`src/rtl/eeg_sample_loader_pkg.sv`:
```
// Shared defines for the EEG load path: ADC and int-res types, loader states.
// Imported by the loader top and the ADC-to-fixed-point converter.
package eeg_sample_loader_pkg;

  localparam int ADC_BITWIDTH = 16;
  localparam int Q_STO_INT_RES_DOUBLE = 20;
  localparam int INT_RES_DW_BITS = 30;
  localparam int INT_RES_ADDR_W = 16;

  localparam int NUM_PATCHES = 60;
  localparam int PATCH_LEN = 64;
  localparam int EEG_NUM_SAMPLES = NUM_PATCHES * PATCH_LEN;
  localparam int EEG_INPUT_MEM_BASE = 0;

  localparam int ADC_TO_DW_SHIFT =
    Q_STO_INT_RES_DOUBLE - ADC_BITWIDTH;

  typedef logic [ADC_BITWIDTH-1:0] AdcData_t;
  typedef logic [INT_RES_DW_BITS-1:0] IntResDouble_t;
  typedef logic [INT_RES_ADDR_W-1:0] IntResAddr_t;

  typedef enum logic {
    SINGLE_WIDTH,
    DOUBLE_WIDTH
  } DataWidth_t;

  typedef enum logic {
    INT_RES_SW_FX,
    INT_RES_DW_FX
  } FxFormatIntRes_t;

  typedef enum logic [1:0] {
    IDLE_LOAD,
    LOADING,
    LOAD_DONE
  } LoaderState_t;

endpackage

```
`src/rtl/eeg_sample_loader_adc_to_fx_converter.sv`:
```
// Unsigned 16b ADC sample to double-width int-res fixed point.
// Real value is adc/2^16, so the sample lands just below the binary point.
module adc_to_fx_converter
  import eeg_sample_loader_pkg::*;
(
  input  AdcData_t      adc,
  output IntResDouble_t fx
);

  localparam int PAD_W =
    INT_RES_DW_BITS - ADC_BITWIDTH - ADC_TO_DW_SHIFT;

  assign fx = {{PAD_W{1'b0}}, adc,
               {ADC_TO_DW_SHIFT{1'b0}}};

endmodule

```
`src/rtl/eeg_sample_loader.sv`:
```
// Streams one window of ADC samples into EEG_INPUT_MEM of int-res memory.
// One-entry holding register between the ADC handshake and the write port.
module eeg_sample_loader
  import eeg_sample_loader_pkg::*;
#(
  parameter int NUM_SAMPLES = EEG_NUM_SAMPLES,
  parameter int BASE_ADDR = EEG_INPUT_MEM_BASE,
  localparam int CNT_W = $clog2(NUM_SAMPLES + 1)
) (
  input  logic            clk,
  input  logic            rst_n,
  input  logic            start,
  input  logic            adc_valid,
  input  AdcData_t        adc_data,
  output logic            adc_ready,
  output logic            wr_en,
  output IntResAddr_t     wr_addr,
  output IntResDouble_t   wr_data,
  output DataWidth_t      wr_width,
  output FxFormatIntRes_t wr_format,
  input  logic            wr_ack,
  output logic            busy,
  output logic            done,
  output logic [CNT_W-1:0] sample_cnt
);

  LoaderState_t  state;
  logic          hold_valid;
  IntResDouble_t hold_data;
  IntResDouble_t conv_data;
  logic [CNT_W-1:0] acc_cnt;
  logic          xfer;
  logic          ack;

  adc_to_fx_converter u_conv (
    .adc (adc_data),
    .fx  (conv_data)
  );

  // Accept guard keeps samples past the window in the ADC stream.
  assign adc_ready = (state == LOADING)
                  && (acc_cnt < CNT_W'(NUM_SAMPLES))
                  && (!hold_valid || wr_ack);

  assign xfer = adc_valid && adc_ready;
  assign ack  = wr_ack && hold_valid;

  assign wr_en     = hold_valid;
  assign wr_data   = hold_data;
  assign wr_addr   = IntResAddr_t'(BASE_ADDR)
                   + IntResAddr_t'(sample_cnt);
  assign wr_width  = DOUBLE_WIDTH;
  assign wr_format = INT_RES_DW_FX;
  assign busy      = (state == LOADING);
  assign done      = (state == LOAD_DONE);

  always_ff @(posedge clk or negedge rst_n) begin
    if (!rst_n) begin
      state      <= IDLE_LOAD;
      hold_valid <= 1'b0;
      hold_data  <= '0;
      acc_cnt    <= '0;
      sample_cnt <= '0;
    end else begin
      unique case (state)
        IDLE_LOAD: begin
          if (start) begin
            state      <= LOADING;
            hold_valid <= 1'b0;
            acc_cnt    <= '0;
            sample_cnt <= '0;
          end
        end
        LOADING: begin
          if (xfer) begin
            hold_data  <= conv_data;
            hold_valid <= 1'b1;
            acc_cnt    <= acc_cnt + CNT_W'(1);
          end else if (ack) begin
            hold_valid <= 1'b0;
          end
          if (ack) begin
            sample_cnt <= sample_cnt + CNT_W'(1);
            if (sample_cnt == CNT_W'(NUM_SAMPLES - 1))
              state <= LOAD_DONE;
          end
        end
        LOAD_DONE: state <= IDLE_LOAD;
        default:   state <= IDLE_LOAD;
      endcase
    end
  end

endmodule
```
`config.mk`:
```
export PLATFORM = sky130hd
export DESIGN_NAME = eeg_sample_loader
export DESIGN_NICKNAME = d
export VERILOG_FILES = /design/src/rtl/eeg_sample_loader_pkg.sv /design/src/rtl/eeg_sample_loader_adc_to_fx_converter.sv /design/src/rtl/eeg_sample_loader.sv
export SDC_FILE = /design/constraint.sdc
export NUM_CORES = 1
export LEC_CHECK = 0
export ABC_AREA = 1
export ABC_CLOCK_PERIOD_IN_PS = 1800
export CAP_MARGIN = 20
export CORE_ASPECT_RATIO = 0.7
export CORE_UTILIZATION = 46
export DETAILED_ROUTE_END_ITERATION = 10
export MAX_ROUTING_LAYER = met4
export PLACE_DENSITY = 0.84
export SYNTH_ARGS = -nofsm -noshare
export SYNTH_HDL_FRONTEND = slang
export SYNTH_SLANG_ARGS = --single-unit
```
`constraint.sdc`:
```
create_clock -name clk -period 1.8 [get_ports clk]
set_clock_uncertainty 0.2 [all_clocks]
set_input_delay 0.36 -clock clk [delete_from_list [all_inputs] [get_ports clk]]
set_output_delay 0.36 -clock clk [all_outputs]
set_load 0.05 [all_outputs]
```
; Word level (Yosys, flattened, before mapping)
; Cells that the tools add are included.
[word_totals]
regBits = 43
inputBits = 21
out_inout_bits = 64
[op_classes]
n_addsub = 2
order_cmp = 1
eq_ne = 8
muxes = 13
n_reduce_logical = 13
[ops]
columns = op, n
row1 = $pmux 12 s2, 2
row2 = $mux 12, 3
row3 = $add 12x1->12 const B, 2
row4 = $eq 12x12->1 const B, 1
row5 = $lt 12x12->1 const B, 1
row6 = $reduce_and 3->1, 4
row7 = $mux 2, 3
row8 = $ne 2x1->1 const B, 3
row9 = $logic_and 1x1->1, 4
row10 = $pmux 2 s2, 1
row11 = $mux 1, 3
row12 = $ne 3x1->1 const B, 1
row13 = $eq 2x1->1 const B, 1
row14 = $eq 2x2->1 const B, 1
row15 = $logic_not 2->1, 1
row16 = $ne 2x2->1 const B, 1
row17 = $pmux 1 s2, 1
row18 = $reduce_and 2->1, 1
row19 = $reduce_bool 2->1, 1
row20 = $logic_not 1->1, 1
row21 = $logic_or 1x1->1, 1

; Depth between registers and ports, before layout
[logic_depth]
depth_word = 6
mapped_depth = 9

; Hierarchy
; A second synthesis with hierarchy kept.
[unflattened]
hier_cells = 412
hier_area_um2 = 3161.8
[modules_own_cells]
columns = module, instances, cells_per_inst, area_each_um2, seq_area_each_um2
row1 = eeg_sample_loader, 1, 381, 2932.8, 1426.4
row2 = adc_to_fx_converter, 1, 31, 229.0, 0.0

; Worst setup path before layout
; OpenSTA, ideal clock, no wires.
[synth_timing]
path_type = reg-to-reg
from = register sample_cnt[0]
to = register sample_cnt[10]
setup_ps = 124
arrival_ps = 1537
path_slack_ps = -61
stages_incl_launch_ff = 7
period_less_slack_ps = 1861
cell_sequence = dfrtp_1 ha_1 nand2_1 nor3_1 nand3_1 nand2_1 a21oi_1
[synth_between]
elab_chain_cells = 3
[synth_lines]
columns = element, line
row1 = start: declaration, eeg_sample_loader.sv:24  ; output logic [CNT_W-1:0] sample_cnt
row2 = start signal: assignment, eeg_sample_loader.sv:83  ; sample_cnt <= sample_cnt + CNT_W'(1);
row3 = $add 12x1->12, eeg_sample_loader.sv:83
row4 = $mux 12, eeg_sample_loader.sv:82  ; if (ack) begin
row5 = $pmux 12 s2, eeg_sample_loader.sv:65  ; unique case (state)
; No other way between the ends. The select of a mux whose other input is x is not followed.
; A chain may end at the register's enable or synchronous reset.

; Worst setup path after layout
[layout_timing]
from = register state[1]
to = output port adc_ready
[layout_between]
elab_chain_cells = 3
[layout_lines]
columns = element, line
row1 = start: declaration, eeg_sample_loader.sv:27  ; LoaderState_t state;
row2 = start signal: assignment, eeg_sample_loader.sv:59  ; state <= IDLE_LOAD;
row3 = start signal: assignment, eeg_sample_loader.sv:68  ; state <= LOADING;
row4 = start signal: assignment, eeg_sample_loader.sv:85  ; state <= LOAD_DONE;
row5 = $eq 2x1->1, eeg_sample_loader.sv:41  ; assign adc_ready = (state == LOADING)
row6 = $logic_and 1x1->1, eeg_sample_loader.sv:42  ; && (acc_cnt < CNT_W'(NUM_SAMPLES))
row7 = $logic_and 1x1->1, eeg_sample_loader.sv:43  ; && (!hold_valid || wr_ack);
row8 = end: declaration, eeg_sample_loader.sv:15  ; output logic adc_ready,
; No other way between the ends.

==> impl_metrics.py <==
metrics = {
    "clocking": {
        "cts_buffer_depth": 2,
        "cts_sinks": 43,
        "cts_htree_levels": 2,
        "clock_latency_ps": 300,
        "cts_tree": "built",
        "clk_pin_slew_ps": 90,
        "ctsRootBufferMaster": "clkbuf_8",
        "cts_made_buffers": 5,
    },
    "final_layout": {
        "nets": 423,
        "layout_commonest_cell": "nand2_1",
        "syn_to_final_growth_pct": 53.3,
        "fill_cells": 327,
        "multi_input_area_um2": 1030,
        "regArea_um2": 1080,
        "antennaDiodeCount": 0,
        "drive_above_1_share": 0.273,
        "final_cell_mix": "nand2_1 (75), buf_12 (47), inv_1 (45), dfrtp_1 (40), buf_4 (27)",
    },
    "routing": {
        "num_vias": 2288,
        "met3WireLength_um": 378,
        "top_layer_used": "met4",
        "vias_per_cell": 4.85,
        "postRouteAntennaNets": 0,
        "drt-pass1-iter-count": 5,
        "drc_errors": 0,
        "m1WireLength_um": 2750,
        "drtIter0Drc": 129,
        "dr_wl_met2_um": 3160,
        "wl_per_cell_um": 13.6,
        "routed_wirelength_um": 6400,
    },
    "worst_setup_path": {
        "crit_family": "flip-flops",
        "arrival_ps": 1250,
        "path_cells": "inv_2, nand2_4, nor2_4, nand2_1, inv_2, buf_12",
        "worstPathRequired_ps": 1240,
        "critPathCaptureType": "primary output",
        "worst-path-buf-inv": 3,
        "cpMaxStageDelayCell": "dfrtp_1",
        "path_depth": 6,
        "cp_common_cell": "inv_2",
        "cp-start-kind": "flop",
        "r2r_cells": 6,
        "setup.worst_path.class": "reg2out",
        "cpPeakStageDelay_ps": 410,
        "cp_max_fo": 3,
    },
    "synth": {
        "synth_warnings": 0,
        "synth_seq_cells": 43,
        "synthCells": 318,
        "seq_area_frac_synth": 0.429,
        "syn-cell-area_um2": 2510,
        "synth.avg_cell_area_um2": 7.89,
        "synth.distinct_cells": 33,
    },
    "die": {
        "core_region_area_um2": 5260,
        "die_w_um": 90.3,
        "fp.dieH_um": 63.8,
        "row_count": 22,
        "dieArea_um2": 5760,
        "initial_utilization": 0.477,
        "pin_count": 85,
    },
    "placement": {
        "dpl.hpwl_um": 4590,
        "place.gp.congestion": 0.918,
        "portBuffers": 64,
        "post-place-ws_ps": -189,
    },
    "timing": {
        "drv_slew": 0,
        "setup_slack_ps": -9.34,
        "hold_viol_final": 0,
        "rsz0062_at_grt": "true",
        "fin_crit_ps": 1810,
        "setup_viol": 2,
        "fin_crit_sh": 1.01,
        "fmax_mhz": 553,
        "whs_ps": 324,
    },
    "run_status": {
        "status": "complete, but fails checks",
        "violations": "setup timing",
    },
    "global_routing": {
        "antenna_found_initial": 0,
        "grt.total_usage": 0.244,
        "grt_pass1_wl_um": 10800,
        "grt_pass1_vias": 2349,
        "grt_max_degree": 33,
        "grt_overflow": 0,
    },
    "worst_hold_path": {
        "hp-class": "in2async",
    },
    "power_and_ir_drop": {
        "power_density_nw_per_um2": 1350,
        "p_leak_nw": 1.90,
        "ir_drop_uv": 701,
    },
    "flow_run": {
        "max_cap_violations": 0,
    },
}
-- area by class of cell --
type / count / area share
well taps: 72 / 0.0234
clock inverters: 2 / 0.00976
flip-flops and latches: 43 / 0.281
repair buffers: 95 / 0.350
inverters: 49 / 0.0485
multi-input cells: 206 / 0.269
clock buffers: 5 / 0.0179
-- sequential cells by signal, indices dropped and copies added (netlist names) --
name / cells
acc_cnt: 12
wr_en: 1
sample_cnt: 12
state: 2
wr_data: 16
-- logic make-up after synthesis --
kind of cell	count (synthesis)	synth area share
buffers and inverters	87	0.192
AOI/OAI and AO/OA	41	0.100
xor gates and xnor gates	4	0.0140
other	2	0.00299
and+or+nand+nor	139	0.252
DFF	43	0.429
adders and majority gates	2	0.00997
-- report_power, final --
part	internal (mW)	switching, mW	total (mW)
clock network	0.406	0.349	0.755
registers	1.19	0.303	1.49
logic	1.32	1.62	2.93
-- routing by layer --
layer	up-vias	track usage
met5	-	-
met4	0	0.0746
met3	11	0.0488
met2	89	0.406
met1	1076	0.302
li1	1112	-
-- timing repair --
| action | 4_1_cts | 5_1_grt |
|---|---|---|
| pin swaps | 1 | 1 |
| gates cloned | 0 | 0 |
| resized for setup | 4 | 4 |
| hold buffers | 1 | 0 |
| endpoints found under the hold margin | 16 | 0 |
| endpoints found under the setup margin | 1 | 2 |
| setup buffers | 7 | 3 |
-- through the flow --
| stage | cell area (um2) | power [mW] | TNS [ps] | cells | util |
|---|---|---|---|---|---|
| floorplan | 2580 | 2.98 | 0 | 336 | - |
| global placement | 3640 | 4.30 | -2950 | 454 | 0.692 |
| detailed placement | 3640 | 4.37 | -4770 | 454 | 0.692 |
| finish | 3840 | 5.18 | -9.68 | 472 | 0.731 |
| CTS | 3820 | 5.15 | -4.20 | 469 | 0.726 |
| global route | 3840 | 5.40 | -231 | 472 | 0.731 |
-- worst reg2reg max path, cell delays in order (launching register included) --
cell,delay (ps)
dfrtp_1,410
buf_4,160
nor2_1,200
nand2_2,180
nand2_4,160
inv_1,150
a22o_1,210
-- cells in the mapped netlist (all sizes together) --
library cell	instances	area, um2
a21oi	5	25.0
clkbuf	1	3.75
and3	1	6.26
conb	2	7.51
nor2	21	88.8
a31o	1	8.76
o31ai	1	7.51
dfrtp	43	1080
o21bai	1	7.51
buf	37	290
o21ai	32	194
nand3	19	100
nor3	4	20.0
a22o	1	8.76
nand2	81	335
xor2	3	26.3
nand4	12	75.1
inv	49	186
ha	2	25.0
xnor2	1	8.76
nor3b	1	7.51
-- path summary, 6_finish.rpt --
path,start,endpoint,slack [ps]
worst max-delay path,state[1],adc_ready,-9
worst min-delay path,rst_n,wr_data[18],320
worst max register to register,state[1],sample_cnt[1],20
worst min register to register,acc_cnt[11],acc_cnt[11],340
max in group asynchronous,rst_n,sample_cnt[1],570
min in group clk,acc_cnt[11],acc_cnt[11],340
(Power assumes the default switching activity.)
